$ cat src/rtl/instr_buffer.sv
// Instruction buffer between fetch and decode: circular FIFO of {pc, instr}
// with almost-full back-pressure, branch flush and a sticky overflow flag.
module instr_buffer #(
    parameter int unsigned DEPTH     = 8,
    parameter int unsigned AF_MARGIN = 2
) (
    input  logic        clk,
    input  logic        rstn,
    input  logic        flush,
    input  logic        in_valid,
    input  logic [31:0] in_pc,
    input  logic [31:0] in_instr,
    input  logic        out_ready,
    output logic        out_valid,
    output logic [31:0] out_pc,
    output logic [31:0] out_instr,
    output logic        stall_full_instr,
    output logic        overflow_err
);

    localparam int unsigned AW = $clog2(DEPTH);
    localparam logic [AW:0] CNT_FULL = (AW+1)'(DEPTH);
    localparam logic [AW:0] CNT_AF   = (AW+1)'(DEPTH - AF_MARGIN);

    logic [63:0]   mem [DEPTH];
    logic [AW-1:0] rd_ptr;
    logic [AW-1:0] wr_ptr;
    logic [AW:0]   count;

    logic full;
    logic push;
    logic pop;

    assign full = (count == CNT_FULL);
    // A full buffer refuses the push even when a pop frees a slot in the same cycle.
    assign push = in_valid & ~flush & ~full;
    assign pop  = out_valid & out_ready & ~flush;

    assign out_valid        = (count != '0);
    assign out_pc           = mem[rd_ptr][63:32];
    assign out_instr        = mem[rd_ptr][31:0];
    assign stall_full_instr = (count >= CNT_AF);

    always_ff @(posedge clk) begin
        if (push) begin
            mem[wr_ptr] <= {in_pc, in_instr};
        end
    end

    always_ff @(posedge clk or negedge rstn) begin
        if (!rstn) begin
            rd_ptr <= '0;
            wr_ptr <= '0;
            count  <= '0;
        end else if (flush) begin
            rd_ptr <= '0;
            wr_ptr <= '0;
            count  <= '0;
        end else begin
            if (push) begin
                wr_ptr <= wr_ptr + AW'(1);
            end
            if (pop) begin
                rd_ptr <= rd_ptr + AW'(1);
            end
            if (push && !pop) begin
                count <= count + (AW+1)'(1);
            end else if (pop && !push) begin
                count <= count - (AW+1)'(1);
            end
        end
    end

    always_ff @(posedge clk or negedge rstn) begin
        if (!rstn) begin
            overflow_err <= 1'b0;
        end else if (in_valid && !flush && full && !pop) begin
            overflow_err <= 1'b1;
        end
    end

endmodule

$ cat config.mk
export PLATFORM = sky130hd
export DESIGN_NAME = instr_buffer
export DESIGN_NICKNAME = d
export VERILOG_FILES = /design/src/rtl/instr_buffer.sv
export SDC_FILE = /design/constraint.sdc
export NUM_CORES = 1
export LEC_CHECK = 0
export BUFFER_PORTS_ARGS = -buffer_cell sky130_fd_sc_hd__buf_2
export CAP_MARGIN = 25
export CORE_MARGIN = 1.5
export CORE_UTILIZATION = 25
export CTS_CLUSTER_SIZE = 12
export DETAILED_ROUTE_END_ITERATION = 8
export PLACE_DENSITY = 0.4
export RECOVER_POWER = 25
export SYNTH_ARGS = -nofsm -noshare
export SYNTH_HDL_FRONTEND = slang
export SYNTH_SLANG_ARGS = --single-unit
$ cat constraint.sdc
create_clock -name clk -period 21.5 [get_ports clk]
set_clock_uncertainty 0.15 [all_clocks]
set_input_delay 5.375 -clock clk [delete_from_list [all_inputs] [get_ports clk]]
set_output_delay 5.375 -clock clk [all_outputs]
set_load 0.02 [all_outputs]
* Word-level counts from Yosys, hierarchy flattened
Memory sizes are Yosys's and may differ from the RTL's.
Index checks and enable logic that the tools add are counted.
W data, S select, Z words.
** Operators by class
- Add/subtract/negate cells :: 4
- Multiply operators :: 0
- Divide/modulo/power cells :: 0
- Order comparisons :: 1
- Eq/ne operators :: 1
- Shift-type cells :: 0
- Muxes and demuxes :: 9
- Bitwise operators :: 6
- Reduce and logical (&&, ||, !) cells :: 12
** Operators by type and width (number)
- $mux W3 :: 4
- $mux W4 :: 3
- $add A3 B1 Y3 const B :: 2
- $logic_and A1 B1 Y1 :: 5
- $add A4 B1 Y4 const B :: 1
- $and A1 B1 Y1 :: 4
- $eq A4 B4 Y1 const B :: 1
- $ge A4 B3 Y1 const B :: 1
- $reduce_bool A2 Y1 :: 2
- $reduce_bool A4 Y1 :: 1
- $sub A4 B1 Y4 const B :: 1
- $logic_not A1 Y1 :: 3
- $reduce_bool A3 Y1 :: 1
- $mux W1 :: 2
- $not A1 Y1 :: 2
** Storage, ports and cells
- Register bits :: 11
- Latch bits :: 0
- Bits in writable memories :: 512
- ROM bits :: 0
- Logic and storage cells :: 38
- Memories :: 1
** Memory list
- mem :: depth 8, bits a word 64, rd ports 1, clocked after Yosys merged registers in 0, wr ports 1, RTL line 25 : logic [63:0] mem [DEPTH];

* Depth between registers and ports, before layout
Gate-level depths: netlist (run 1).
- Depth in word-level cells :: 8
- Gate-level depth with buffers :: 10
- Gate-level depth less buffers :: 8

* Least setup slack after synthesis (run 1)
OpenSTA, ideal clock, no wires.
- Kind :: input to register
- Start point :: input in_valid
- End point :: memory mem[0][0] (enable)
- Setup time :: 0.644 ns
- Arrival time :: 11.887 ns
- Path slack :: 8.819 ns
- Stages :: 3
- Buffers on the path :: 0
- Cells stage by stage :: nor2b_1 nand2_1 nor4_1
** Between the ends
- Cells in the longest elaborated chain, start to end :: 4
** RTL lines
- from (decl) :: RTL line 10 : input logic in_valid,
- $and A1 B1 Y1 (2 in a row) :: RTL line 36 : assign push = in_valid & ~flush & ~full;
- $mux W1 :: RTL line 45 : if (push) begin
- $mux W1 (implied by the code) :: RTL line 46 : mem[wr_ptr] <= {in_pc, in_instr};
- to (decl) :: RTL line 25
Every way passes these cells.

* Worst setup path in the final report (run 1)
- Start point :: register rd_ptr[0]
- End point :: output out_pc[20]
** Between the ends
- Cells in the longest elaborated chain, start to end :: 1
** RTL lines
- from (decl) :: RTL line 26 : logic [AW-1:0] rd_ptr;
- from (signal assigned) :: RTL line 64 : rd_ptr <= rd_ptr + AW'(1);
- $mem_v2 Z8 W64
- to (decl) :: RTL line 15 : output logic [31:0] out_pc,
Every way passes these cells.

==> results of run 1 <==
==> Yosys cell counts (3+ instances only) <==
library cell / number
dfrtp_1: 11
nand2_1: 4
nor3_1: 4
a21oi_1: 3
or4b_1: 3
nor2_1: 9
buf_2: 13
ha_1: 4
xor2_1: 4
mux4_2: 128
buf_1: 8
inv_1: 5
edfxtp_1: 512
clkbuf_1: 16
mux2_2: 64
nand3_1: 3
==> per-layer routing <==
layer | routed length, um | track usage [%]
met5 | 59 | 0
met4 | 806 | 2.78
met3 | 2210 | 2.82
met2 | 23600 | 19.8
met1 | 19900 | 14.7
==> worst max-delay path, delay by kind of cell (launching register included) <==
family / cells / cell delay [ps]
buffers and inverters: 3 / 1530
DFF: 1 / 970
muxes: 2 / 910
==> final cells by class <==
type	count	area (sq um)
clock buffer	78	1550
clock inverter	27	224
fill	7711	55200
inverter	5	18.8
multi-input combinational	251	4080
sequential	523	15700
tap	1050	1310
timing repair buffer	156	781
==> power groups by stage <==
stage          Combinational, mW  Sequential [mW]  Clock (mW)
3_3_place_gp               0.555             1.22           0
4_1_cts                    0.558             1.20       0.969
2_1_floorplan              0.411             1.19           0
6_report                   0.535             1.20       0.935
3_5_place_dp               0.557             1.22           0
5_1_grt                    0.584             1.20        1.00
==> stage by stage <==
step | hold WS [ps] | worst slack, ps
after detailed placement | 302 | 12320
after floorplan | 421 | 8820
after global placement | 290 | 12370
final | 315 | 11910
after global routing | 347 | 11500
after CTS | 316 | 11640
==> state kept, by name (all words and copies together) (netlist names) <==
name and cells:
overflow_err 1, rd_ptr 3, mem 512, wr_ptr 3, count 4
==> cells by family (layout without fill, tap and decap cells) <==
family                     Yosys count  in the layout  share of synthesized area [%]
and+or+nand+nor                     33             33                          0.932
xor gates and xnor gates             5              5                          0.220
AOI/OAI and AO/OA                   14             14                          0.548
DFF                                523            523                           78.8
adders and majority gates            5              5                          0.353
muxes                              194            194                           18.2
buffers and inverters               43            266                          0.932
==> worst paths after layout <==
path	endpoint	slack [ps]	from
min in group asynchronous	rd_ptr[2]$_DFFE_PN0P_	4620	rstn
hold / removal	overflow_err$_DFFE_PN0P_	310	overflow_err$_DFFE_PN0P_
setup reg to reg	mem[5][53]$_DFFE_PP_	18130	count[3]$_DFFE_PN0P_
hold reg to reg	overflow_err$_DFFE_PN0P_	310	overflow_err$_DFFE_PN0P_
setup / recovery	out_pc[20]	11910	rd_ptr[0]$_DFFE_PN0P_
max in group asynchronous	rd_ptr[0]$_DFFE_PN0P_	16090	rstn
==> summary by stage, run 1 <==
Power and ir drop
The sequential cell fraction of total power is about 45%. The internal power of the cells totals 1.96 mW. The worst-case IR drop observed on VDD is 0.0000507 V. The cell area power density is around 110 nW/um^2. The combinational share of power is 20.1%. The clock power share is between 30% and 40%. The analysis attributes to net switching a power of 0.704 mW. The sum of internal, switching and leakage power is 2.67 mW.

The proportion of total power due to net switching is 26.4%. In this run the static leakage power is 7.26 nW.

Clock tree
TritonCTS created 57 clock buffers. The post-cts gate resize count is 0. Post-CTS timing repair inserted 0 buffers for setup.

Counting every sink on the clock net gives ~520. The hold buffer count at CTS is 0. TritonCTS built the clock tree. The CTS H-tree depth is 2.

The clock insertion delay at the later pin of the skew report is 600 ps. The clock root buffer is clkbuf_16. The CTS clock-pin slew for the worst setup and hold paths is 60 ps. No sink is reached through more buffers than the 3 on the longest clock path.

Setup path
The critical path data required time is 15980 ps. The worst setup path is launched from a register. The signal on the critical path passes through buf_4, buf_4, mux4_2, mux2_2, buf_2.

The worst register-to-register path has a depth of 4. The worst stage delay on the critical path is 970 ps. The arrival time of the worst setup path is 4060 ps. Among all stages on the critical path, the largest delay is contributed by dfrtp_4.

By instance count, the cell type seen most on the critical path is buf_4. By startpoint and endpoint, the worst setup path is classified as register to output port. The worst setup path is captured at an output port.

In this run the worst path has a maximum fanout of 36.

Floorplanning
The I/O pin count is 136. The total number of placement rows is 103. The die width is 285 um.

The total die area is about 81000 sq um. The total area inside the core boundary comes to 78900 sq um. The starting utilization of the core area is 25.2%. In this run the vertical extent of the chip is 285 um.

Layout
The number of antenna diodes in the final layout is 0. The finished layout holds 2090 standard cells, fillers aside. Of the cells placed in the final design, the portion with a size suffix greater than 1 is about 38%. Once layout is done, the placed cells without fillers occupy 23600 sq um. Compared with the post-synthesis result, the final layout area differs by 18.9%.

The library cells used most frequently in the layout, excluding fill and tap cells, are edfxtp_1, mux4_2, buf_2, mux2_2, clkbuf_1. The leading cell type in the layout, fill and taps excluded is edfxtp_1. The number of nets at the end of the flow is 1068. The final cell utilization of the core is 30.0%.

Global routing
The number of global-route vias before repair is 9763. In the global route stage, overall resource usage came out at a little under an eighth. For this run the aggregate overflow at the end of global routing stands at 0. Entering global routing, the biggest net connects 59 pins.

The initial antenna violation count is 6. The first-pass GRT wire length is 68.5 mm.

Worst hold path
Counting instances, the worst hold path has a depth of 2. The path category of the worst min-delay check is register to register.

Routing
Summing over every cut layer, the via total after detailed routing is 8948. The final layout contains routed wiring with a total length of ~47 mm. The first detailed-routing pass ran for 4 iterations.

Dividing the detail-routed via count by the number of cells gives 4.28. The number of design rule violations left after detail routing is 0. In this run, the number of DRC markers left after iteration 0 of detailed routing was approximately 600. Dividing the detail-routed wire length by the instance count gives between 20 and 25 um. The remaining number of nets flagged by the antenna check after routing is 0.

STA
The total negative setup slack is 0 ps. After layout, the minimum clock period comes to 9590 ps. The hold violation total from the final report was 0.

The transition time at the pin with the least slew margin is 968 ps. Setup repair after global routing left no endpoint under its margin. The achievable frequency is 104 MHz.

The worst path uses around 45% of the clock period. The remaining max-slew budget at the tightest pin is 35.5%. Setup violations remaining at the end of the flow were counted as 0. The max-slew violation count came to 0.

Logic synthesis
In the synthesized netlist the async set-or-reset flop fraction comes to around 2.1%. The synthesized netlist contains 39 unique library cells. The average size of a mapped cell is 24.3 sq um. After synthesis the cells add up to approximately 20000 sq um. The total number of yosys warnings is 0. Synthesis handed over a netlist of 817 instances.

Sequential cells were found to cover 78.8% of the synthesized design area. The count of flip-flops with a built-in enable after synthesis is about 510. Sorting the synthesized cells by area gives the leading types as edfxtp_1, mux4_2, mux2_2. The cell type with the highest aggregate area in the netlist is edfxtp_1. The synthesized net count is approximately 890.

The predominant post-synthesis flop cell is edfxtp_1. The register bit count reported by yosys is between 500 and 600. The fraction of synthesized cell area taken by the top area cell type is slightly below 80%.

Placed design
The number of input and output port buffers inserted is around 140. The total placed instance area is 21900 sq um. Detailed placement ended at an HPWL of 24.4 mm. The number of cells after detailed placement is around 2000. The final RePlAce weighted congestion is just under 0.7.

Run status
The run finished with clean final reports.

Flow run
Max-cap violations in this run came to 0.
No activity file was read; power rests on OpenSTA's default activity.
==> run 2, diff against run 1 <==
==> constraint.sdc (replaced) <==
create_clock -name clk -period 10.02 [get_ports clk]
set_clock_uncertainty 0.15 [all_clocks]
set_input_delay 2.505 -clock clk [delete_from_list [all_inputs] [get_ports clk]]
set_output_delay 2.505 -clock clk [all_outputs]
set_load 0.02 [all_outputs]
==> run 2 against run 1 <==
Against the previous run:
- global-route usage shrank 0.081 points
- worst hold slack better by 6.4 ps
- non-clock buffer count fell by 1
- final cell count barely moved
- register-to-register slack got worse by 11000 ps
- clock power increased by 100%
- largest power group unchanged
==> summary by stage, run 2 (same netlist as run 1, synthesis figures left out) <==
Clock tree
Clock-pin slew was measured on the worst setup and hold paths at 60 ps. The hold buffer count at CTS is 0. The H-tree was split into 2 levels. TritonCTS built the clock tree. Counting the buffers created by CTS gives 57. The clock root buffer is clkbuf_16. Once the clock tree was built, the setup fixing pass inserted 0 buffers. The number of buffers on the longest clock path is 3.

The post-cts gate resize count is 0. At the later pin of the worst-skew pair, clock insertion delay measures 590 ps. The clock drives 523 sinks.

Placed design
The number of input and output port buffers inserted is 135. The HPWL after detailed placement is 24.3 mm. Once placement completed, the tool counted placed cells totaling 1983.

The final RePlAce weighted congestion is 0.660.

Layout
The library cell used most frequently in the layout, excluding fill and tap cells, is edfxtp_1. The share of cells above drive strength 1 is about 37%. Leaving out fill and tap cells, the most frequent cells in the layout are edfxtp_1, mux4_2, buf_2, mux2_2.

The finished layout holds 2089 standard cells, fillers aside. The register with the most flip-flops is mem. The largest registers in the layout are mem x512, count x4. Relative to the synthesized area, the layout overhead comes to 18.6%.

The number of nets at the end of the flow is approximately 1100. The flip-flop count of the largest register, all copies and words added is 512.

Global routing
Entering global routing, the biggest net connects 77 pins. The number of global-route vias before repair is roughly 9800. The overall global routing resource usage is 11.5%. Global routing finished with a remaining overflow of 0. The initial antenna violation count came to 6. The first-pass GRT wire length is 68.2 mm.

Power and ir drop
The worst-case vdd ir drop is 0.000167 V. The standby leakage power is approximately 7 nW. For this design the ratio of total power to cell area is 240 nW/um^2.

Worst hold path
The path category of the worst min-delay check is register to register.

Routing
After detailed routing, the average wire length per cell comes to 22.1 um. The routed layout has 8892 vias. The number of design rule violations left after detail routing is 0. Once detail routing completed, the nets flagged for antenna violations numbered 0. The per-cell via count in the routed design is 4.26.

The first routing iteration left 593 violations. The first detailed-routing pass ran for 4 iterations. The routed wire length is 46.1 mm.

STA
Static timing analysis puts the maximum clock frequency at 172 MHz. The total negative setup slack is 0 ps. The hold violation total from the final report is 0. The worst path in the final design needs a cycle of 5800 ps, including I/O delays and setup. Setup repair after global routing left no endpoint under its margin. The max-slew violation count is 0. The final critical-path share of the clock period is 57.9%. The setup violation total in the final timing report is 0. The remaining max-slew budget at the tightest pin is around a third.

For the pin with the worst max-slew slack, the measured transition is a little under 1000 ps.

Setup path
Data on the critical path is required at its endpoint by 7370 ps. The largest fanout of any net on the critical path is 35. The arrival time of the worst setup path is around 3200 ps. The type of element launching the critical path is a register. The worst setup path is of the register to output port kind.

The sort of element at the end of the critical path is an output port.

Floorplanning
The die covers between 80000 and 90000 sq um. The I/O pin count is approximately 140. The vertical die dimension is 285 um.

For this configuration, the core starts out at a cell density of 25.2%. The total core area is 78900 sq um. The die is between 200 and 300 um wide. The total number of placement rows is 103.

Run status
The run finished with clean final reports.

Flow run
The number of maximum-capacitance violations is 0.
[run 2: critical path, cell delays in order (launching register included)]
cell and delay [ps]:
dfrtp_4 730, buf_4 720, mux4_2 590, mux2_2 300, buf_2 170
[run 2: power breakdown]
part	internal, mW	total (mW)	switching, mW
clock	1.08	1.91	0.828
sequential	2.49	2.55	0.0599
combinational	0.556	1.18	0.626
total	4.13	5.64	1.51
[run 2: cell type report]
type                       instances  area, sq um
clock inverter                    34          200
clock buffer                      70         1480
tap                             1050         1310
sequential                       523        15700
antenna                            1         2.50
inverter                           5         18.8
timing repair buffer             155          803
fill                            7704        55300
multi-input combinational        251         4080
[run 2: final timing paths]
| check | from | to | slack [ps] | depth (start not counted) |
|---|---|---|---|---|
| hold reg to reg | overflow_err$_DFFE_PN0P_ | overflow_err$_DFFE_PN0P_ | 320 | 2 |
| max in group asynchronous | rstn | rd_ptr[1]$_DFFE_PN0P_ | 7480 | 1 |
| setup reg to reg | count[3]$_DFFE_PN0P_ | mem[5][42]$_DFFE_PP_ | 6730 | 4 |
| hold / removal | overflow_err$_DFFE_PN0P_ | overflow_err$_DFFE_PN0P_ | 320 | 2 |
| min in group asynchronous | rstn | overflow_err$_DFFE_PN0P_ | 1760 | 1 |
| setup / recovery | rd_ptr[0]$_DFFE_PN0P_ | out_instr[21] | 4220 | 4 |
[run 2: layer usage]
layer  vias to the layer above  GRT usage (%)  part of all wire (%)
met5                         -              0                  0.14
met4                        10           3.10                   2.3
met3                        81           2.74                   4.2
met2                       139           19.8                    51
met1                      4812           14.4                    43
li1                       3850              -                     -
[run 2: metrics by stage]
step	util [%]	setup slack [ps]	instance area (sq um)	hold WS (ps)	total power, mW
4_1_cts	29.9	4040	23600	323	5.77
5_1_grt	29.9	3970	23600	353	5.90
3_5_place_dp	27.8	4270	21900	303	3.82
3_3_place_gp	27.8	4320	21900	298	3.82
2_1_floorplan	-	209	19900	421	3.44
6_report	29.9	4220	23600	321	5.64
